--- config.mk ---
export PLATFORM = sky130hd
export DESIGN_NAME = alu_muldiv
export DESIGN_NICKNAME = d
export VERILOG_FILES = /design/src/rtl/alu_muldiv.sv
export SDC_FILE = /design/constraint.sdc
export NUM_CORES = 1
export LEC_CHECK = 0
export CORE_ASPECT_RATIO = 0.6
export CORE_MARGIN = 5
export CORE_UTILIZATION = 54
export DETAILED_ROUTE_END_ITERATION = 16
export PLACE_DENSITY = 0.76
export SLEW_MARGIN = 20
export SYNTH_ARGS = -nofsm -noshare
export SYNTH_HDL_FRONTEND = slang
export SYNTH_SLANG_ARGS = --single-unit
export TNS_END_PERCENT = 50
--- constraint.sdc ---
create_clock -name clk -period 14.5 [get_ports clk]
set_input_delay 2.9 -clock clk [delete_from_list [all_inputs] [get_ports clk]]
set_output_delay 2.9 -clock clk [all_outputs]
set_load 0.01 [all_outputs]
--- src/rtl/alu_muldiv.sv ---
`default_nettype none
// ============================================================================
//  Module   : alu_muldiv
//  Purpose  : Multi-cycle execute unit. Single-cycle RV32I integer operations
//             plus an iterative RV32M multiply (radix-2 shift-add) and
//             divide (restoring) datapath, behind a valid/ready handshake.
//             Result and zero flag are registered and held until consumed.
//  Ports    : clk, resetn (sync, active-low)
//             in_valid / in_ready    - request handshake (ready == IDLE)
//             mext, alu_op, sign_op  - operation select
//             srcA, srcB             - operands
//             out_valid / out_ready  - result handshake (valid == DONE)
//             result, zero           - registered outputs
//  Config   : ALU_MULDIV_EN - when defined, builds the MUL/DIV datapath.
//             When undefined, every mext=1 request completes in one cycle
//             with result=0.
//  Revision : 1.0 - initial release
// ============================================================================
module alu_muldiv #(
    parameter int WIDTH = 32
) (
    input  logic             clk,
    input  logic             resetn,
    input  logic             in_valid,
    output logic             in_ready,
    input  logic             mext,
    input  logic [2:0]       alu_op,
    input  logic             sign_op,
    input  logic [WIDTH-1:0] srcA,
    input  logic [WIDTH-1:0] srcB,
    output logic             out_valid,
    input  logic             out_ready,
    output logic [WIDTH-1:0] result,
    output logic             zero
);

    localparam int SHW = $clog2(WIDTH);

    localparam logic [1:0] c_IDLE = 2'd0;
    localparam logic [1:0] c_DONE = 2'd3;
`ifdef ALU_MULDIV_EN
    localparam logic [1:0]     c_MUL      = 2'd1;
    localparam logic [1:0]     c_DIV      = 2'd2;
    localparam logic [SHW-1:0] c_CNT_LOAD = SHW'(WIDTH - 1);
`endif

    logic [1:0]       r_state;
    logic [1:0]       w_state_next;
    logic [WIDTH-1:0] r_result;
    logic             r_zero;
    logic             w_accept;
    logic             w_long;       // accepted op needs the iterative datapath
    logic [WIDTH-1:0] w_quick;      // result of a single-cycle op
    logic [WIDTH-1:0] w_base;
    logic [WIDTH-1:0] w_sra;
    logic [SHW-1:0]   w_shamt;

    assign w_accept  = in_valid && (r_state == c_IDLE);
    assign in_ready  = (r_state == c_IDLE);
    assign out_valid = (r_state == c_DONE);
    assign result    = r_result;
    assign zero      = r_zero;

    // ------------------------------------------------------------------
    // Base integer operations
    // ------------------------------------------------------------------
    assign w_shamt = srcB[SHW-1:0];
    // Kept separate so the arithmetic shift is evaluated in a signed context.
    assign w_sra   = $unsigned($signed(srcA) >>> w_shamt);

    always_comb begin
        w_base = '0;
        case (alu_op)
            3'b000: w_base = sign_op ? (srcA + srcB) : (srcA - srcB);
            3'b001: w_base = srcA << w_shamt;
            3'b010: w_base = {{(WIDTH-1){1'b0}}, ($signed(srcA) < $signed(srcB))};
            3'b011: w_base = {{(WIDTH-1){1'b0}}, (srcA < srcB)};
            3'b100: w_base = srcA ^ srcB;
            3'b101: w_base = sign_op ? w_sra : (srcA >> w_shamt);
            3'b110: w_base = srcA | srcB;
            3'b111: w_base = srcA & srcB;
            default: w_base = '0;
        endcase
    end

`ifdef ALU_MULDIV_EN
    // ------------------------------------------------------------------
    // M-extension: operand signs, magnitudes and divide special cases
    // ------------------------------------------------------------------
    logic             w_a_signed;
    logic             w_b_signed;
    logic             w_a_neg;
    logic             w_b_neg;
    logic [WIDTH-1:0] w_a_mag;
    logic [WIDTH-1:0] w_b_mag;
    logic             w_div_zero;
    logic             w_div_ovf;
    logic             w_div_special;
    logic [WIDTH-1:0] w_special_res;

    always_comb begin
        if (alu_op[2]) begin
            // DIV/REM signed, DIVU/REMU unsigned
            w_a_signed = !alu_op[0];
            w_b_signed = !alu_op[0];
        end else begin
            // MULH: both signed; MULHSU: A only; MUL/MULHU: unsigned
            w_a_signed = alu_op[1] ^ alu_op[0];
            w_b_signed = (alu_op[1:0] == 2'b01);
        end
    end

    assign w_a_neg = w_a_signed & srcA[WIDTH-1];
    assign w_b_neg = w_b_signed & srcB[WIDTH-1];
    assign w_a_mag = w_a_neg ? -srcA : srcA;
    assign w_b_mag = w_b_neg ? -srcB : srcB;

    assign w_div_zero    = (srcB == '0);
    assign w_div_ovf     = !alu_op[0] && (srcA == {1'b1, {(WIDTH-1){1'b0}}}) && (&srcB);
    assign w_div_special = alu_op[2] && (w_div_zero || w_div_ovf);

    always_comb begin
        w_special_res = '0;
        if (w_div_zero) begin
            w_special_res = alu_op[1] ? srcA : '1;
        end else begin
            w_special_res = alu_op[1] ? '0 : srcA;
        end
    end

    assign w_long = mext && !w_div_special;

    always_comb begin
        w_quick = w_base;
        if (mext) begin
            w_quick = w_special_res;
        end
    end

    // ------------------------------------------------------------------
    // Iterative datapath. r_acc holds {product high, multiplier} while
    // multiplying and {partial remainder, dividend/quotient} while dividing.
    // ------------------------------------------------------------------
    logic [2*WIDTH-1:0] r_acc;
    logic [WIDTH-1:0]   r_opnd;     // |A| for multiply, |B| for divide
    logic [1:0]         r_op;
    logic               r_neg_q;    // negate product / quotient
    logic               r_neg_r;    // negate remainder
    logic [SHW-1:0]     r_cnt;

    logic [WIDTH:0]     w_mul_sum;
    logic [2*WIDTH-1:0] w_mul_next;
    logic [2*WIDTH-1:0] w_prod;
    logic [WIDTH-1:0]   w_mul_res;

    assign w_mul_sum  = {1'b0, r_acc[2*WIDTH-1:WIDTH]} + (r_acc[0] ? {1'b0, r_opnd} : '0);
    assign w_mul_next = {w_mul_sum, r_acc[WIDTH-1:1]};
    assign w_prod     = r_neg_q ? -w_mul_next : w_mul_next;
    assign w_mul_res  = (r_op == 2'b00) ? w_prod[WIDTH-1:0] : w_prod[2*WIDTH-1:WIDTH];

    logic [WIDTH:0]     w_div_shift;
    logic               w_div_ge;
    logic [WIDTH-1:0]   w_div_diff;
    logic [2*WIDTH-1:0] w_div_next;
    logic [WIDTH-1:0]   w_quot;
    logic [WIDTH-1:0]   w_rem;
    logic [WIDTH-1:0]   w_div_res;
    logic [WIDTH-1:0]   w_fin_res;

    // Shifted partial remainder is below 2*divisor, so the difference fits
    // in WIDTH bits whenever the subtraction succeeds.
    assign w_div_shift = {r_acc[2*WIDTH-1:WIDTH], r_acc[WIDTH-1]};
    assign w_div_ge    = (w_div_shift >= {1'b0, r_opnd});
    assign w_div_diff  = w_div_shift[WIDTH-1:0] - r_opnd;
    assign w_div_next  = w_div_ge ? {w_div_diff, r_acc[WIDTH-2:0], 1'b1}
                                  : {w_div_shift[WIDTH-1:0], r_acc[WIDTH-2:0], 1'b0};
    assign w_quot      = w_div_next[WIDTH-1:0];
    assign w_rem       = w_div_next[2*WIDTH-1:WIDTH];
    assign w_div_res   = r_op[1] ? (r_neg_r ? -w_rem : w_rem)
                                 : (r_neg_q ? -w_quot : w_quot);
    assign w_fin_res   = (r_state == c_MUL) ? w_mul_res : w_div_res;

    always_ff @(posedge clk) begin
        if (!resetn) begin
            r_cnt <= '0;
        end else if (w_accept && w_long) begin
            r_cnt   <= c_CNT_LOAD;
            r_op    <= alu_op[1:0];
            r_neg_q <= w_a_neg ^ w_b_neg;
            r_neg_r <= w_a_neg;
            if (alu_op[2]) begin
                r_acc  <= {{WIDTH{1'b0}}, w_a_mag};
                r_opnd <= w_b_mag;
            end else begin
                r_acc  <= {{WIDTH{1'b0}}, w_b_mag};
                r_opnd <= w_a_mag;
            end
        end else if (r_state == c_MUL) begin
            r_acc <= w_mul_next;
            r_cnt <= r_cnt - 1'b1;
        end else if (r_state == c_DIV) begin
            r_acc <= w_div_next;
            r_cnt <= r_cnt - 1'b1;
        end
    end
`else
    assign w_long = 1'b0;

    always_comb begin
        w_quick = w_base;
        if (mext) begin
            w_quick = '0;
        end
    end
`endif

    // ------------------------------------------------------------------
    // Control FSM
    // ------------------------------------------------------------------
    always_ff @(posedge clk) begin
        if (!resetn) begin
            r_state <= c_IDLE;
        end else begin
            r_state <= w_state_next;
        end
    end

    always_comb begin
        w_state_next = r_state;
        case (r_state)
            c_IDLE: begin
                if (w_accept) begin
`ifdef ALU_MULDIV_EN
                    if (w_long) begin
                        w_state_next = alu_op[2] ? c_DIV : c_MUL;
                    end else begin
                        w_state_next = c_DONE;
                    end
`else
                    w_state_next = c_DONE;
`endif
                end
            end
`ifdef ALU_MULDIV_EN
            c_MUL, c_DIV: begin
                if (r_cnt == '0) begin
                    w_state_next = c_DONE;
                end
            end
`endif
            c_DONE: begin
                if (out_ready) begin
                    w_state_next = c_IDLE;
                end
            end
            default: w_state_next = c_IDLE;
        endcase
    end

    // ------------------------------------------------------------------
    // Result register: written on single-cycle accept or on the final
    // iteration (with sign correction folded in), otherwise held.
    // ------------------------------------------------------------------
    always_ff @(posedge clk) begin
        if (!resetn) begin
            r_result <= '0;
            r_zero   <= 1'b1;
        end else if (w_accept && !w_long) begin
            r_result <= w_quick;
            r_zero   <= (w_quick == '0);
        end
`ifdef ALU_MULDIV_EN
        else if (((r_state == c_MUL) || (r_state == c_DIV)) && (r_cnt == '0)) begin
            r_result <= w_fin_res;
            r_zero   <= (w_fin_res == '0);
        end
`endif
    end

endmodule
`default_nettype wire
==> summary.txt <==
Status: finished, final reports clean
RSZ-0062 raised after global routing: no
Final WS setup: 6.33 ns
Reg2Reg Depth: 9
Most common cell after layout, fill and taps aside: nand2_1
Gr ovfl total: 0
Final hold slack: 0.451 ns
Initial Util: 55.5%
Row count: 40
Leakage: 4.84 nW
Maximum root-to-sink buffer count: 2
Post-synthesis xor/xnor area fraction: 0.783%
Cell Area, Synth: 11200 um2
Fin crit share: 56.3%
Slew HR: 23.3%
Critical path arrival: 8.37 ns
Period minus WS final: 8.17 ns
Layout area overhead: 9.93%
Dpl cells: 1811
N_diodes: 0
Syn Nets: 1715
Fin Setup TNS: 0 ns
Utilization after layout: 61.0%
Core area: 20200 um2
Mux contribution to synthesized area: 19.5%
CTS H-tree depth: 2
Unique cell type count in the Yosys netlist: 93
Min-Delay Endpoint: result[30]
Die H: 121 um
Crit. End Element: flip-flop
Final Non-Filler Cells: 1819
Hold Crit Start: result[30]
Pre-CTS WS: 6.28 ns
Simple-gate share of the synthesized area: 21.7%
Vias in the first global route: 12100
Hold-fix buffers, CTS: 0
DR WL/cell: 28.7 um
Synth Warn #: 0
Synthesized flop and latch total: 34
DP Wirelength: 39.3 mm
Critical path startpoint: srcB[4]
Root buffer cell: clkbuf_16
Tot GR Track Use: 41.8%
FF-to-FF End: zero
Max Clk Rate: 122 MHz
DIE WIDTH: 196 um
TritonCTS clock tree: yes
Hold Crit Class: flip-flop to flip-flop
Initial DRC count: 2764
Vias per inst: 7.50
CP Launch Type: primary input
Clk_skew: 0.00625 ns
Largest net degree at the start of global routing: 81
Combinational family with the most area after synthesis: compound AO/OA/AOI/OAI gates
Synth Area in Adders: 11.2%
Crit-path max FO: 38
Worst Hold Depth: 2
Maximum vdd ir drop: 0.0404 mV
Most area-consuming cells after synthesis: mux4_2, ha_1, mux2i_1, dfxtp_1, o21ai_0
Top cell type's share of synthesized area: 11.3%
DRC viols: 0
Num Clock Sinks: 34
Req. time, crit path: 14.70 ns
Top Ports: 108
Flop2flop setup slack: 11.96 ns
Number of flops mapped to enable cells by yosys: 0
Port Buffers: 107
Syn Inst Count: 1543
Slew Viols, Final: 0
Post-route ant nets: 0
R2R Path Start: r_state[0]
Seq/Total Area, Yosys: 6.09%
Die ar.: 23800 um2
Num CTS Buffers: 5
Gpl congestion: 1.16
Cell Pwr Density: 55.4 nW/um2
DR pass1 iterations: 7
Compound-Gate Fraction of Synth Area: 32.0%
Ys flop type: dfxtp_1
Share of cells above drive strength 1: 9.12%
Setup Fix Bufs, Post-CTS: 0
Initial antenna violation count: 1
Nets: 1717
First-pass GRT wire length: 77.3 mm
CP Class: primary input to flip-flop
Post_cts resized: 0
Synth area leader: mux4_2
Worst-margin pin slew: 1.15 ns
Via count: 13600
Clock slew at reported path FFs: 0.06 ns
Drt total wl: 52.1 mm
Final hold violations: 0
Async SR Flop Fraction: 0%
Most frequent cells in the layout: nand2_1, nor2_1, o21ai_0
Worst-Skew Late Latency: 0.29 ns
Syn_area_per_cell: 7.25 um2
Endpoints failing setup: 0
Max-cap violations: 0
[registers in the layout (all words and copies together), names as in the netlist]
signal,cells
zero,1
r_state,1
result,32
[metrics by stage]
| step | total power [W] | cell area [um2] |
|---|---|---|
| 6_report | 0.000681 | 12300 |
| 5_1_grt | 0.000705 | 12300 |
| 4_1_cts | 0.000653 | 12300 |
| 3_5_place_dp | 0.000540 | 12100 |
| 3_3_place_gp | 0.000537 | 12100 |
| 2_1_floorplan | 0.000388 | 11200 |
[Yosys cell counts (16+ instances only)]
master,count
clkbuf_1,86
ha_1,97
mux4_2,56
buf_2,21
a21oi_1,109
nor2_1,129
a21boi_0,17
mux2i_1,70
nor2b_1,25
a211oi_1,28
dfxtp_1,34
inv_1,94
nor3_1,25
mux2_2,16
o22ai_1,21
nand3_1,32
nand2b_1,27
nand2_1,136
o31ai_1,18
nand4_1,16
o211ai_1,28
o21ai_0,119
and2_1,17
[cell families after synthesis]
| logic type | after synthesis |
|---|---|
| buffers and inverters | 233 |
| muxes | 145 |
| and+or+nand+nor | 493 |
| AOI/OAI and AO/OA | 529 |
| DFF | 34 |
| xor gates and xnor gates | 10 |
| adders and majority gates | 99 |
[worst max-delay path by stage]
stage | slack, ns | endpoint | cells after the start
2_1_floorplan | 7.95 | zero | 16
3_3_place_gp | 6.40 | zero | 15
3_5_place_dp | 6.28 | zero | 15
4_1_cts | 6.58 | zero | 15
5_1_grt | 6.13 | zero | 15
6_report | 6.33 | zero | 15
[where the power goes]
group	switching [W]	internal, W	total (W)	leakage (nW)
Sequential	0.00000230	0.0000974	0.0000997	0.276
Clock	0.0000442	0.0000682	0.000112	0.0739
Combinational	0.000302	0.000167	0.000469	4.49
Total	0.000349	0.000332	0.000681	4.84
[metal layers]
metal  part of all wire (%)  up-vias  GRT usage (%)  routed length (um)
met5                   0.15        -           2.18                  80
met4                    3.0        4           8.02                1560
met3                     19      161           20.0                9840
met2                     39     1256           58.3               20100
met1                     39     6403           58.5               20500
li1                       -     5810              -                   -
[worst max-delay path: stages]
cell and delay, ns:
clkdlybuf4s50_1 0.45, buf_4 0.39, clkinv_1 0.77, ha_1 0.75, inv_1 0.12, a21oi_1 0.36, a21o_1 0.25, a21oi_4 0.10
or4_1 0.44, and2_1 0.18, o311ai_0 0.49, o2111ai_1 0.25, nor4_1 0.45, nand4b_1 0.16, o41ai_2 0.28
[layout make-up]
type	instances	area (um2)
Clock buffer	7	143
Inverter	100	375
Sequential cell	34	681
Fill cell	1859	7870
Multi-Input combinational cell	1276	9550
Tap cell	273	342
Clock inverter	1	5.00
Timing Repair Buffer	128	1200
Power figures use the tool's default switching activity.
